===== config.mk =====
export PLATFORM = sky130hd
export DESIGN_NAME = mmio_io_ctrl
export DESIGN_NICKNAME = d
export VERILOG_FILES = /design/src/rtl/mmio_io_ctrl.sv
export SDC_FILE = /design/constraint.sdc
export NUM_CORES = 1
export LEC_CHECK = 0
export ABC_AREA = 1
export CORE_MARGIN = 3
export CORE_UTILIZATION = 40
export CTS_CLUSTER_SIZE = 8
export DETAILED_ROUTE_END_ITERATION = 7
export PLACE_DENSITY = 0.71
export SYNTH_ARGS = -nofsm -noshare
export SYNTH_HDL_FRONTEND = slang
export SYNTH_SLANG_ARGS = --single-unit

===== constraint.sdc =====
create_clock -name clk -period 1.74 [get_ports clk]
set_input_delay 0.348 -clock clk [delete_from_list [all_inputs] [get_ports clk]]
set_output_delay 0.348 -clock clk [all_outputs]
set_load 0.02 [all_outputs]

===== src/rtl/mmio_io_ctrl.sv =====
// rtl/mmio_io_ctrl.sv - memory-mapped I/O controller: decode, LED/HEX registers, debounced keys with W1C edge latch
module mmio_io_ctrl #(
    parameter int DEBOUNCE_CYCLES = 4,
    parameter int LED_W           = 10,
    parameter int HEX_W           = 24,
    parameter int KEY_W           = 4,
    parameter int SW_W            = 10
) (
    input  logic              clk,
    input  logic              reset,
    input  logic [31:0]       addr,
    input  logic [31:0]       writedata,
    input  logic              memwrite,
    output logic [31:0]       readdata,
    output logic              ram_we,
    input  logic [31:0]       ram_rdata,
    input  logic [KEY_W-1:0]  key_in,
    input  logic [SW_W-1:0]   sw_in,
    output logic [LED_W-1:0]  ledr,
    output logic [HEX_W-1:0]  hex_digits,
    output logic              key_irq
);

    localparam logic [15:0] CNT_MAX = 16'(DEBOUNCE_CYCLES - 1);

    logic is_io;
    logic sel_led;
    logic sel_hex;
    logic sel_key;
    logic sel_sw;
    logic sel_kedge;
    logic io_wr;

    logic [KEY_W-1:0] sync1;
    logic [KEY_W-1:0] sync2;
    logic [KEY_W-1:0] pressed;
    logic [KEY_W-1:0] key_state;
    logic [KEY_W-1:0] key_edge;
    logic [KEY_W-1:0] rise;
    logic [KEY_W-1:0] clr;
    logic [15:0]      cnt [KEY_W];

    // Address bits outside the decoded set are deliberately don't-care.
    logic unused_bits;
    assign unused_bits = &{1'b0, addr[31:9], addr[7], addr[1:0], writedata};

    assign is_io     = addr[8];
    assign sel_led   = addr[2];
    assign sel_hex   = addr[3];
    assign sel_key   = addr[4];
    assign sel_sw    = addr[5];
    assign sel_kedge = addr[6];
    assign io_wr     = memwrite & is_io;

    // RAM can only be written outside the I/O window
    assign ram_we = memwrite & ~is_io;

    // Output registers; several select bits at once write several registers
    always_ff @(posedge clk) begin
        if (!reset) begin
            ledr       <= '0;
            hex_digits <= '0;
        end else begin
            if (io_wr && sel_led) ledr       <= writedata[LED_W-1:0];
            if (io_wr && sel_hex) hex_digits <= writedata[HEX_W-1:0];
        end
    end

    // Two-flop synchronizer for the asynchronous buttons, idling at released
    always_ff @(posedge clk) begin
        if (!reset) begin
            sync1 <= '1;
            sync2 <= '1;
        end else begin
            sync1 <= key_in;
            sync2 <= sync1;
        end
    end

    assign pressed = ~sync2;

    // A press/release is taken once the sample has differed for DEBOUNCE_CYCLES cycles
    always_comb begin
        rise = '0;
        for (int i = 0; i < KEY_W; i++) begin
            rise[i] = pressed[i] & ~key_state[i] & (cnt[i] == CNT_MAX);
        end
    end

    // Per-key debounce counter and accepted state
    always_ff @(posedge clk) begin
        if (!reset) begin
            key_state <= '0;
            for (int i = 0; i < KEY_W; i++) cnt[i] <= '0;
        end else begin
            for (int i = 0; i < KEY_W; i++) begin
                if (pressed[i] == key_state[i]) begin
                    cnt[i] <= '0;
                end else if (cnt[i] == CNT_MAX) begin
                    key_state[i] <= pressed[i];
                    cnt[i]       <= '0;
                end else begin
                    cnt[i] <= cnt[i] + 16'd1;
                end
            end
        end
    end

    assign clr = (io_wr && sel_kedge) ? writedata[KEY_W-1:0] : '0;

    // Sticky press events; a new press beats a simultaneous clear
    always_ff @(posedge clk) begin
        if (!reset) begin
            key_edge <= '0;
        end else begin
            key_edge <= (key_edge & ~clr) | rise;
        end
    end

    assign key_irq = |key_edge;

    // Zero-latency read mux, lowest select bit has priority
    always_comb begin
        readdata = 32'h0;
        if (!is_io)         readdata = ram_rdata;
        else if (sel_led)   readdata = 32'(ledr);
        else if (sel_hex)   readdata = 32'(hex_digits);
        else if (sel_key)   readdata = 32'(key_state);
        else if (sel_sw)    readdata = 32'(sw_in);
        else if (sel_kedge) readdata = 32'(key_edge);
    end

endmodule


==> results_dict.tcl <==
set metrics [dict create \
    p_leak_nw 4.008 \
    powerDensity_nw_per_um2 786.4 \
    grt_max_degree 23 \
    cts_buffer_depth 2 \
    grt_use_met3_pct 4.677 \
    grt.busiest_layer "met2" \
    synthCells 869 \
    crit_required_ps 1390 \
    antenna_left 0 \
    synth-async-reset-ratio_pct 0 \
    start_kind "register" \
    clk_pin_slew_ps 50 \
    cts_tree "built" \
    dr.pass1.iters 5 \
    cts_made_buffers 17 \
    clk_latency_ps 420 \
    grt.total_usage_pct 20.34 \
    place_hpwl_um 13110 \
    hp-start "sync1[0]" \
    synthesis.area_um2 6396 \
    start_util_pct 41.46 \
    first_iter_violations 363 \
    setup_viol 1 \
    crit_slowest_cell "or4_4" \
    cts_hold_buffers 0 \
    fin_util_pct 60.36 \
    grt_pass1_wl_um 29150 \
    grtUsageMet2_pct 33.66 \
    violations "setup timing" \
    synth_ff_type "edfxtp_1" \
    yosys_warnings 0 \
    final_cell_mix "nand2_1, nor2_1, inv_1" \
    period_share_pct 102.1 \
    layout-drive-gt1-share_pct 14.69 \
    p_int_mw 5.550 \
    period_needed_ps 1777 \
    antenna_cells 0 \
    rsz0062_at_grt "true" \
    timing_hold_violations_final 0 \
    dpl-instance-area_um2 8625 \
    drt_wl_total_um 17620 \
    critPathMaxFanout 3 \
    synth_edf_count 64 \
    reg2reg_depth 8 \
    grt_use_met1_pct 26.07 \
    comb_power_share_pct 13.5 \
    p_seq_share_pct 41.8 \
    p_switching_mw 1.772 \
    post_drt_wl_per_cell_um 13.07 \
    synth_cell_type_count 31 \
    synth_seq_cells 114 \
    die_w_um 132.5 \
    die_area_um2 17540 \
    drc 0 \
    startpoint "key_edge[3]" \
    outcome "finished, violations left" \
    fmax_mhz 562.9 \
    clkSinkCount 114 \
    slowest_delay_ps 540 \
    path_cells "or4_4, buf_6" \
    nets 1245 \
    coreArea_um2 15430 \
    reg2reg_slack_ps 160 \
    p_total_mw 7.322 \
    synth_seq_area_share_pct 45.70 \
    switching_share_pct 24.20 \
    crit_type "reg2out" \
    grt_overflow_total 0 \
    htreeDepth 4 \
    endpoint_kind "output pin" \
    antenna_found_initial 0 \
    final_common_cell "nand2_1" \
    arrival_ps 1430 \
    place.gp.congestion 0.8490 \
    vias 6320 \
    drv_cap 0 \
    ctsRootBufferMaster "clkbuf_16" \
    syn_avg_cell_area_um2 7.360 \
    hp-class "reg2reg" \
    fin_hold_ws_ps 411.4 \
    grt_pass1_vias 5981 \
    num_rows 45 \
    setup_ws_ps -36.65 \
    post-place-ws_ps -711.3 \
    syn_to_final_growth_pct 45.58 \
    drt-vias-per-instance 4.688 \
    whs_path_depth 1 \
    ir_worst_vdd_mv 0.6964 \
    clkPwrFrac_pct 44.7 \
    skew_ps 7.678 \
    reg2reg_from "cnt[3][1]" \
    portBuffers 146 \
    io_pins 181 \
    final_area_um2 9311 \
    final_max_slew_viol_count 0 \
    die_height_um 132.5 \
]
==> metrics by stage <==
step                std cells  setup TNS, ps
floorplan                 932              0
CTS                      1347         -56.97
global placement         1310         -19740
finish                   1348         -36.65
detailed placement       1310         -19950
global route             1348         -133.6
==> synthesized netlist by cell type, types with 5 or more instances <==
| library cell | instances | area [µm²] |
|---|---|---|
| clkbuf_1 | 11 | 41.29 |
| nand3_1 | 61 | 305.3 |
| o21ai_0 | 41 | 205.2 |
| nand4_1 | 21 | 131.4 |
| dfxtp_1 | 50 | 1001 |
| edfxtp_1 | 64 | 1922 |
| nor2_2 | 6 | 37.54 |
| buf_2 | 10 | 50.05 |
| nor2_1 | 144 | 540.5 |
| inv_1 | 107 | 401.6 |
| a21oi_1 | 81 | 405.4 |
| nand2_1 | 192 | 720.7 |
| o21ai_1 | 5 | 25.02 |
| or2_0 | 9 | 56.30 |
| or2_2 | 10 | 62.56 |
| a31oi_1 | 6 | 37.54 |
| xor2_1 | 10 | 87.58 |
| ha_1 | 8 | 100.1 |
| xnor2_1 | 8 | 70.07 |
==> per-layer routing <==
metal	part of all wire [%]	vias up	routed length (µm)
li1	-	3278	-
met1	44	2883	7729
met2	49	126	8699
met3	4.2	33	745
met4	2.6	0	450
met5	0	-	0
==> layout make-up <==
type | count | area [µm²]
Clock buffer | 29 | 551.8
Clock inverter | 3 | 15.01
Fill cell | 1432 | 6116
Inverter | 110 | 415.4
Multi-Input combinational cell | 682 | 3261
Sequential cell | 114 | 2932
Tap cell | 211 | 264.0
Timing Repair Buffer | 199 | 1873
==> worst max-delay path: cells and delay by family, from the launching register on <==
family,cells,cell delay [ps]
AND/OR/NAND/NOR,1,540
flip-flops,1,330
buffers and inverters,1,150
==> logic make-up after synthesis <==
family | share of synthesized area (%)
other | 0.05863
and+or+nand+nor | 30.20
xor gates and xnor gates | 2.465
AOI/OAI and AO/OA | 11.31
buffers and inverters | 8.705
DFF | 45.70
adders and majority gates | 1.565
==> path summary, 6_finish.rpt <==
kind / endpoint
hold reg to reg: sync2[0]
setup reg to reg: cnt[3][12]
setup / recovery: key_irq
hold / removal: sync2[0]
==> power by group through the flow <==
stage               clock (mW)  sequential (mW)  combinational (mW)
floorplan                    0             3.14               0.408
global placement             0             3.11               0.968
detailed placement           0             3.12               0.976
CTS                       3.35             3.06               0.974
global route              3.46             3.08                1.08
finish                    3.27             3.06               0.987
==> registers in the layout, indices dropped and copies added (netlist names) <==
register / flops
key_state: 4
ledr: 10
key_edge: 4
cnt: 64
sync2: 4
hex_digits: 24
sync1: 4
==> timing repair <==
action / CTS / global route
cloned: 1 / 1
setup endpoints to repair: 65 / 76
buffers inserted: 4 / 0
pin swaps: 13 / 7
resized for setup: 214 / 32
endpoints found under the hold margin: 0 / 0
(Power assumes the default switching activity.)
